--- config.mk ---
export PLATFORM = sky130hd
export DESIGN_NAME = seq_shift_unit
export DESIGN_NICKNAME = d
export VERILOG_FILES = /design/src/rtl/seq_shift_unit.sv
export SDC_FILE = /design/constraint.sdc
export NUM_CORES = 1
export LEC_CHECK = 0
export ABC_CLOCK_PERIOD_IN_PS = 1690
export CORE_UTILIZATION = 41
export DETAILED_ROUTE_END_ITERATION = 6
export GPL_TIMING_DRIVEN = 0
export PLACE_DENSITY_LB_ADDON = 0.2
export SLEW_MARGIN = 20
export SYNTH_ARGS = -nofsm -noshare
export SYNTH_HDL_FRONTEND = slang
export SYNTH_SLANG_ARGS = --single-unit
--- constraint.sdc ---
create_clock -name clk -period 1.69 [get_ports clk]
set_input_delay 0.169 -clock clk [delete_from_list [all_inputs] [get_ports clk]]
set_output_delay 0.169 -clock clk [all_outputs]
set_load 0.01 [all_outputs]
--- src/rtl/seq_shift_unit.sv ---
// Iterative one-bit-per-cycle shifter for the multi-cycle MIPS datapath.
// Supports SLL, SRL, SRA and ROR; the control unit stalls on busy and advances on done.
module seq_shift_unit #(
    parameter int WIDTH   = 32,
    parameter int SHAMT_W = 5
) (
    input  logic               clk,
    input  logic               reset,
    input  logic               start,
    input  logic [1:0]         op,
    input  logic [WIDTH-1:0]   data_in,
    input  logic [SHAMT_W-1:0] shamt,
    output logic [WIDTH-1:0]   result,
    output logic               busy,
    output logic               done
);

    typedef enum logic [1:0] {
        OP_SLL = 2'b00,
        OP_SRL = 2'b01,
        OP_SRA = 2'b10,
        OP_ROR = 2'b11
    } op_t;

    typedef enum logic [1:0] {
        ST_IDLE  = 2'b00,
        ST_SHIFT = 2'b01,
        ST_DONE  = 2'b10
    } state_t;

    state_t             state;
    op_t                op_q;
    logic [SHAMT_W-1:0] count;

    // One-bit step of the latched operation applied to the running result.
    function automatic logic [WIDTH-1:0] step(input op_t o, input logic [WIDTH-1:0] v);
        logic [WIDTH-1:0] r;
        r = v;
        case (o)
            OP_SLL:  r = {v[WIDTH-2:0], 1'b0};
            OP_SRL:  r = {1'b0, v[WIDTH-1:1]};
            OP_SRA:  r = {v[WIDTH-1], v[WIDTH-1:1]};
            OP_ROR:  r = {v[0], v[WIDTH-1:1]};
            default: r = v;
        endcase
        return r;
    endfunction

    // NOTE: all state uses non-blocking assignments so every register samples
    // pre-edge values; reset is checked first so it wins even mid-operation.
    always_ff @(posedge clk) begin
        if (reset) begin
            state  <= ST_IDLE;
            op_q   <= OP_SLL;
            count  <= '0;
            result <= '0;
            busy   <= 1'b0;
            done   <= 1'b0;
        end else begin
            done <= 1'b0;
            case (state)
                ST_IDLE: begin
                    if (start) begin
                        result <= data_in;
                        count  <= shamt;
                        op_q   <= op_t'(op);
                        busy   <= 1'b1;
                        state  <= ST_SHIFT;
                    end
                end
                ST_SHIFT: begin
                    // Zero test precedes the decrement, so count never wraps.
                    if (count == '0) begin
                        done  <= 1'b1;
                        state <= ST_DONE;
                    end else begin
                        result <= step(op_q, result);
                        count  <= count - SHAMT_W'(1);
                    end
                end
                ST_DONE: begin
                    busy  <= 1'b0;
                    state <= ST_IDLE;
                end
                default: begin
                    busy  <= 1'b0;
                    state <= ST_IDLE;
                end
            endcase
        end
    end

endmodule

# Word level (Yosys, flattened, before mapping)

Cells that the tools add are included.

Register bits after elaboration: 43
Bits in latches: 0
RAM bits: 0
ROM bits: 0
Input port bits: 42
Output and inout bits: 34
Word-level logic and storage cells: 40
Memories: 0

Add/sub/neg operators: 1
Multiply operators: 0
Divide/modulo/power cells: 0
Order comparisons: 0
Eq/ne operators: 8
Shift-type cells: 0
Multiplexer cells: 13
Bitwise gates (word level): 1
Reductions and logical operators: 10

Operators with widths:

| cell                  | number |
|---|---|
| $pmux W32 S4          | 1 |
| $mux W32              | 2 |
| $pmux W32 S2          | 1 |
| $mux W5               | 2 |
| $pmux W5 S2           | 1 |
| $ne A2 B2 Y1 const B  | 4 |
| $reduce_and A2 Y1     | 3 |
| $logic_not A5 Y1      | 1 |
| $sub A5 B1 Y5 const B | 1 |
| $eq A2 B1 Y1 const B  | 2 |
| $eq A2 B2 Y1 const B  | 2 |
| $logic_not A2 Y1      | 2 |
| $mux W2               | 2 |
| $pmux W2 S2           | 1 |
| $reduce_and A4 Y1     | 1 |
| $reduce_and A3 Y1     | 1 |
| $mux W1               | 2 |
| $pmux W1 S2           | 1 |
| $reduce_bool A2 Y1    | 1 |
| $reduce_or A2 Y1      | 1 |
| $not A1 Y1            | 1 |

# Depth between registers and ports, before layout

Depth after elaboration: 4
Mapped depth: 7
Mapped depth without buffers: 6

# Worst setup path before layout

Ideal clock, no wire load.

Path kind: reg2reg
Start: reg count[0]
End: reg result[10]
Library setup time: 117 ps
Arrival time: 1,666 ps
Data required time: 1,573 ps
Path slack: -93 ps
Stages on the path, launching flop included: 8
Buffers on the path: 1
Clock period less this slack: 1,783 ps
Cell sequence: dfxtp_1 inv_1 ha_1 or4b_4 a21oi_4 nor2_4 buf_6 a22o_1

Cells in the longest elaborated chain, start to end: 3

RTL lines:

| what                        | line | text |
|---|---|---|
| start, declared             | 33   | `logic [SHAMT_W-1:0] count;` |
| start signal, assigned      | 65   | `count <= shamt;` |
| start signal, assigned      | 78   | `count <= count - SHAMT_W'(1);` |
| $logic_not A5 Y1            | 73   | `if (count == '0) begin` |
| $ne A2 B2 Y1 (no line)      | n/a  |  |
| $reduce_and A3 Y1 (no line) | n/a  |  |
| end signal, assigned        | 64   | `result <= data_in;` |
| end signal, assigned        | 77   | `result <= step(op_q, result);` |
| end, declared               | 13   | `output logic [WIDTH-1:0] result,` |

Every way passes these cells.
A chain may end at the register's enable or synchronous reset.

# Final worst setup path

Start: reg count[1]
End: reg result[18]

Same word-level chain as after synthesis.

==> run_results.csv <==
group,metric,value,unit
outcome,outcome,"complete, but fails checks",
outcome,violations,"negative setup slack",
pwr,p_seq_share,41.0,%
clock_network,cts_sinks,43,
floorplan,core,5140,sq um
floorplan,start_util,43.06,%
drt,drtAntennaViolNets,0,
pwr,vdd_drop_max,0.0005689,V
sta,worst_slew_pin_slew,0.5885,ns
drt,via_count,2178,
sta,setup_viol_count_final,33,
yosys,synthCells,241,
sta,fin_setup_tns,-2.619,ns
pwr,p_leak,1.412,nW
yosys,synth-seq-cells,43,
drt,drt-wirelength-per-cell,14.75,microns
cells_and_area,final_cells,401,
cells_and_area,n_antenna_cell,0,
drt,wl,5.914,mm
yosys,async_flop_share,0,%
yosys,synth.top_cell.area_share,38.89,%
pwr,switchingPower,1.015,mW
sta,whs,0.4846,ns
clock_network,clk_pin_slew,0.08,ns
clock_network,tritoncts,"yes",
sta,hold_violations,0,
global_routing,grt_overflow_total,0,
worst_setup_path,reg2reg_slack,-0.11,ns
pwr,clkPwrFrac,21.3,%
yosys,synth_top_area_cell,"dfxtp_1",
sta,finalWorstSetupSlack,-0.1076,ns
clock_network,h-tree-depth,2,
worst_setup_path,worst-setup-path-type,"reg -> reg",
drt,via_per_inst,5.431,
worst_setup_path,path_max_fanout,10,
global_routing,grt_pass1_wl,9.446,mm
pwr,switching_share,32.39,%
clock_network,cts_hold_buf,0,
global_routing,grt_usage,21.80,%
clock_network,clk_path_buf_depth,2,
place,dp.final_hpwl,4.154,mm
min_path,hp-class,"reg -> reg",
place,gp_congestion,0.7769,
global_routing,antenna_found_initial,0,
cells_and_area,layout.nets,374,
yosys,ys_seq_area_share,38.89,%
cells_and_area,final_util,63.66,%
floorplan,die_y,75.48,microns
drt,drtIter0Drc,85,
cells_and_area,drive_gt1_share,15.11,%
floorplan,die_width,75.48,microns
drt,dr.pass1.iters,4,
pwr,p_per_area,957.4,nW/um^2
place,post-place-cells,386,
global_routing,grt_pass1_vias,1935,
worst_setup_path,end_kind,"flop",
floorplan,rows,26,
pwr,internal-power,2.118,mW
worst_setup_path,critPathArrivalTime,2.04,ns
sta,finClkSkew,0.008380,ns
sta,finalCriticalPeriod,1.798,ns
clock_network,clk_latency,0.30,ns
sta,clock.fmax,0.5563,GHz
yosys,synth_nets,284,
global_routing,grt_max_degree,13,
sta,drv_slew,0,
worst_setup_path,startpoint_type,"flop",
clock_network,cts_buffers,5,
sta,period_share,106.4,%
yosys,synthTopCellsByCount,"dfxtp_1, nand2_1, mux2i_1",
pwr,p_comb_share,37.7,%
worst_setup_path,r2r_cells,7,
floorplan,ios,76,
yosys,synth.avg_cell_area,9.184,sq um
yosys,synth_ff_type,"dfxtp_1",
cells_and_area,regArea,863.3,sq um
drt,route.detailed.drc,0,
yosys,netlist_area,2213,sq um
run,cap_violations,0,
yosys,synthTopCellsByArea,"dfxtp_1, mux2i_1, a22o_1, o21ai_0, nand2_1",
cells_and_area,fillers,459,
cells_and_area,multi_input_area,1250,sq um
yosys,yosysUniqueCellTypes,33,
clock_network,cts-root-buf,"clkbuf_8",
sta,rsz0062_at_grt,"yes",
yosys,synth_most_common_cell,"dfxtp_1",
cells_and_area,syn_to_final_growth,47.82,%
min_path,whs_path_depth,2,
place,port_buffers,75,
worst_setup_path,worstPathRequired,1.93,ns
floorplan,dieArea,5696,sq um
yosys,synth_edf_count,0,
yosys,ys_warn_count,0,
sta,slew_headroom,60.59,%
## per-layer routing
| layer | track usage, % | share of wire (%) | up-vias |
|---|---|---|---|
| li1 | - | - | 1057 |
| met1 | 29.74 | 47 | 1039 |
| met2 | 34.72 | 46 | 75 |
| met3 | 4.101 | 5.5 | 7 |
| met4 | 7.407 | 1.4 | 0 |
| met5 | 0 | 0 | - |
## through the flow
| stage | power [mW] | setup WS, ns | instance area, sq um |
|---|---|---|---|
| 2_1_floorplan | 1.925 | -0.01084 | 2227 |
| 3_3_place_gp | 2.358 | -0.2786 | 3065 |
| 3_5_place_dp | 2.377 | -0.3132 | 3065 |
| 4_1_cts | 3.080 | -0.1226 | 3198 |
| 5_1_grt | 3.311 | -0.1511 | 3272 |
| 6_report | 3.132 | -0.1076 | 3272 |
## cells in the final DEF (no fill, tap or decap), types with 3 or more instances in the layout
cell type / count
a21oi_1: 5
a22o_1: 31
buf_2: 3
buf_4: 5
buf_6: 7
buf_8: 3
clkbuf_1: 3
clkbuf_2: 6
clkbuf_8: 6
clkdlybuf4s50_1: 75
dfxtp_1: 41
mux2i_1: 32
nand2_1: 34
nor2_1: 9
nor2b_1: 3
nor3_1: 4
o21ai_0: 30
## cell type report
| type | instances | area share (%) |
|---|---|---|
| multi-input combinational | 175 | 38.20 |
| sequential | 43 | 26.39 |
| timing repair buffer | 84 | 25.47 |
| buffer | 18 | 4.130 |
| tap | 70 | 2.677 |
| clock buffer | 6 | 2.524 |
| inverter | 4 | 0.4589 |
| clock inverter | 1 | 0.1530 |
## state kept, by name, summed over array words and instances, names as in the netlist
signal and flops:
busy 1, count 5, done 1, op_q 2, result 32, state 2
## cell families (layout without fill, tap and decap cells)
logic type | after synthesis | after routing | share of synthesized area [%]
AOI/OAI and AO/OA | 80 | 80 | 25.27
and+or+nand+nor | 61 | 61 | 13.68
DFF | 43 | 43 | 38.89
muxes | 33 | 33 | 14.98
buffers and inverters | 23 | 113 | 6.613
adders and majority gates | 1 | 1 | 0.5652
## timing repair
item | 4_1_cts | 5_1_grt
endpoints found under the hold margin | 0 | 0
pin swaps | 2 | 5
setup endpoints to repair | 33 | 36
gates cloned | 1 | 0
buffers inserted | 5 | 3
resized for setup | 2 | 21
## power groups by stage
stage	clock network (mW)	logic [mW]	registers, mW
3_3_place_gp	0	1.06	1.30
4_1_cts	0.684	1.12	1.28
3_5_place_dp	0	1.08	1.30
5_1_grt	0.721	1.29	1.30
2_1_floorplan	0	0.610	1.31
6_report	0.668	1.18	1.28
## critical path, stage by stage (launching register included)
cell and delay [ns]:
dfxtp_2 0.33, inv_2 0.07, ha_4 0.13, or4b_4 0.51
a21o_4 0.27, nor2_8 0.13, buf_8 0.15, a22o_1 0.15
## path summary, 6_finish.rpt
check / startpoint / end
worst min register to register: result[31] / result[31]
worst max-delay path: count[1] / result[18]
worst min-delay path: result[31] / result[31]
worst max register to register: count[1] / result[18]
No activity file was read; power rests on OpenSTA's default activity.
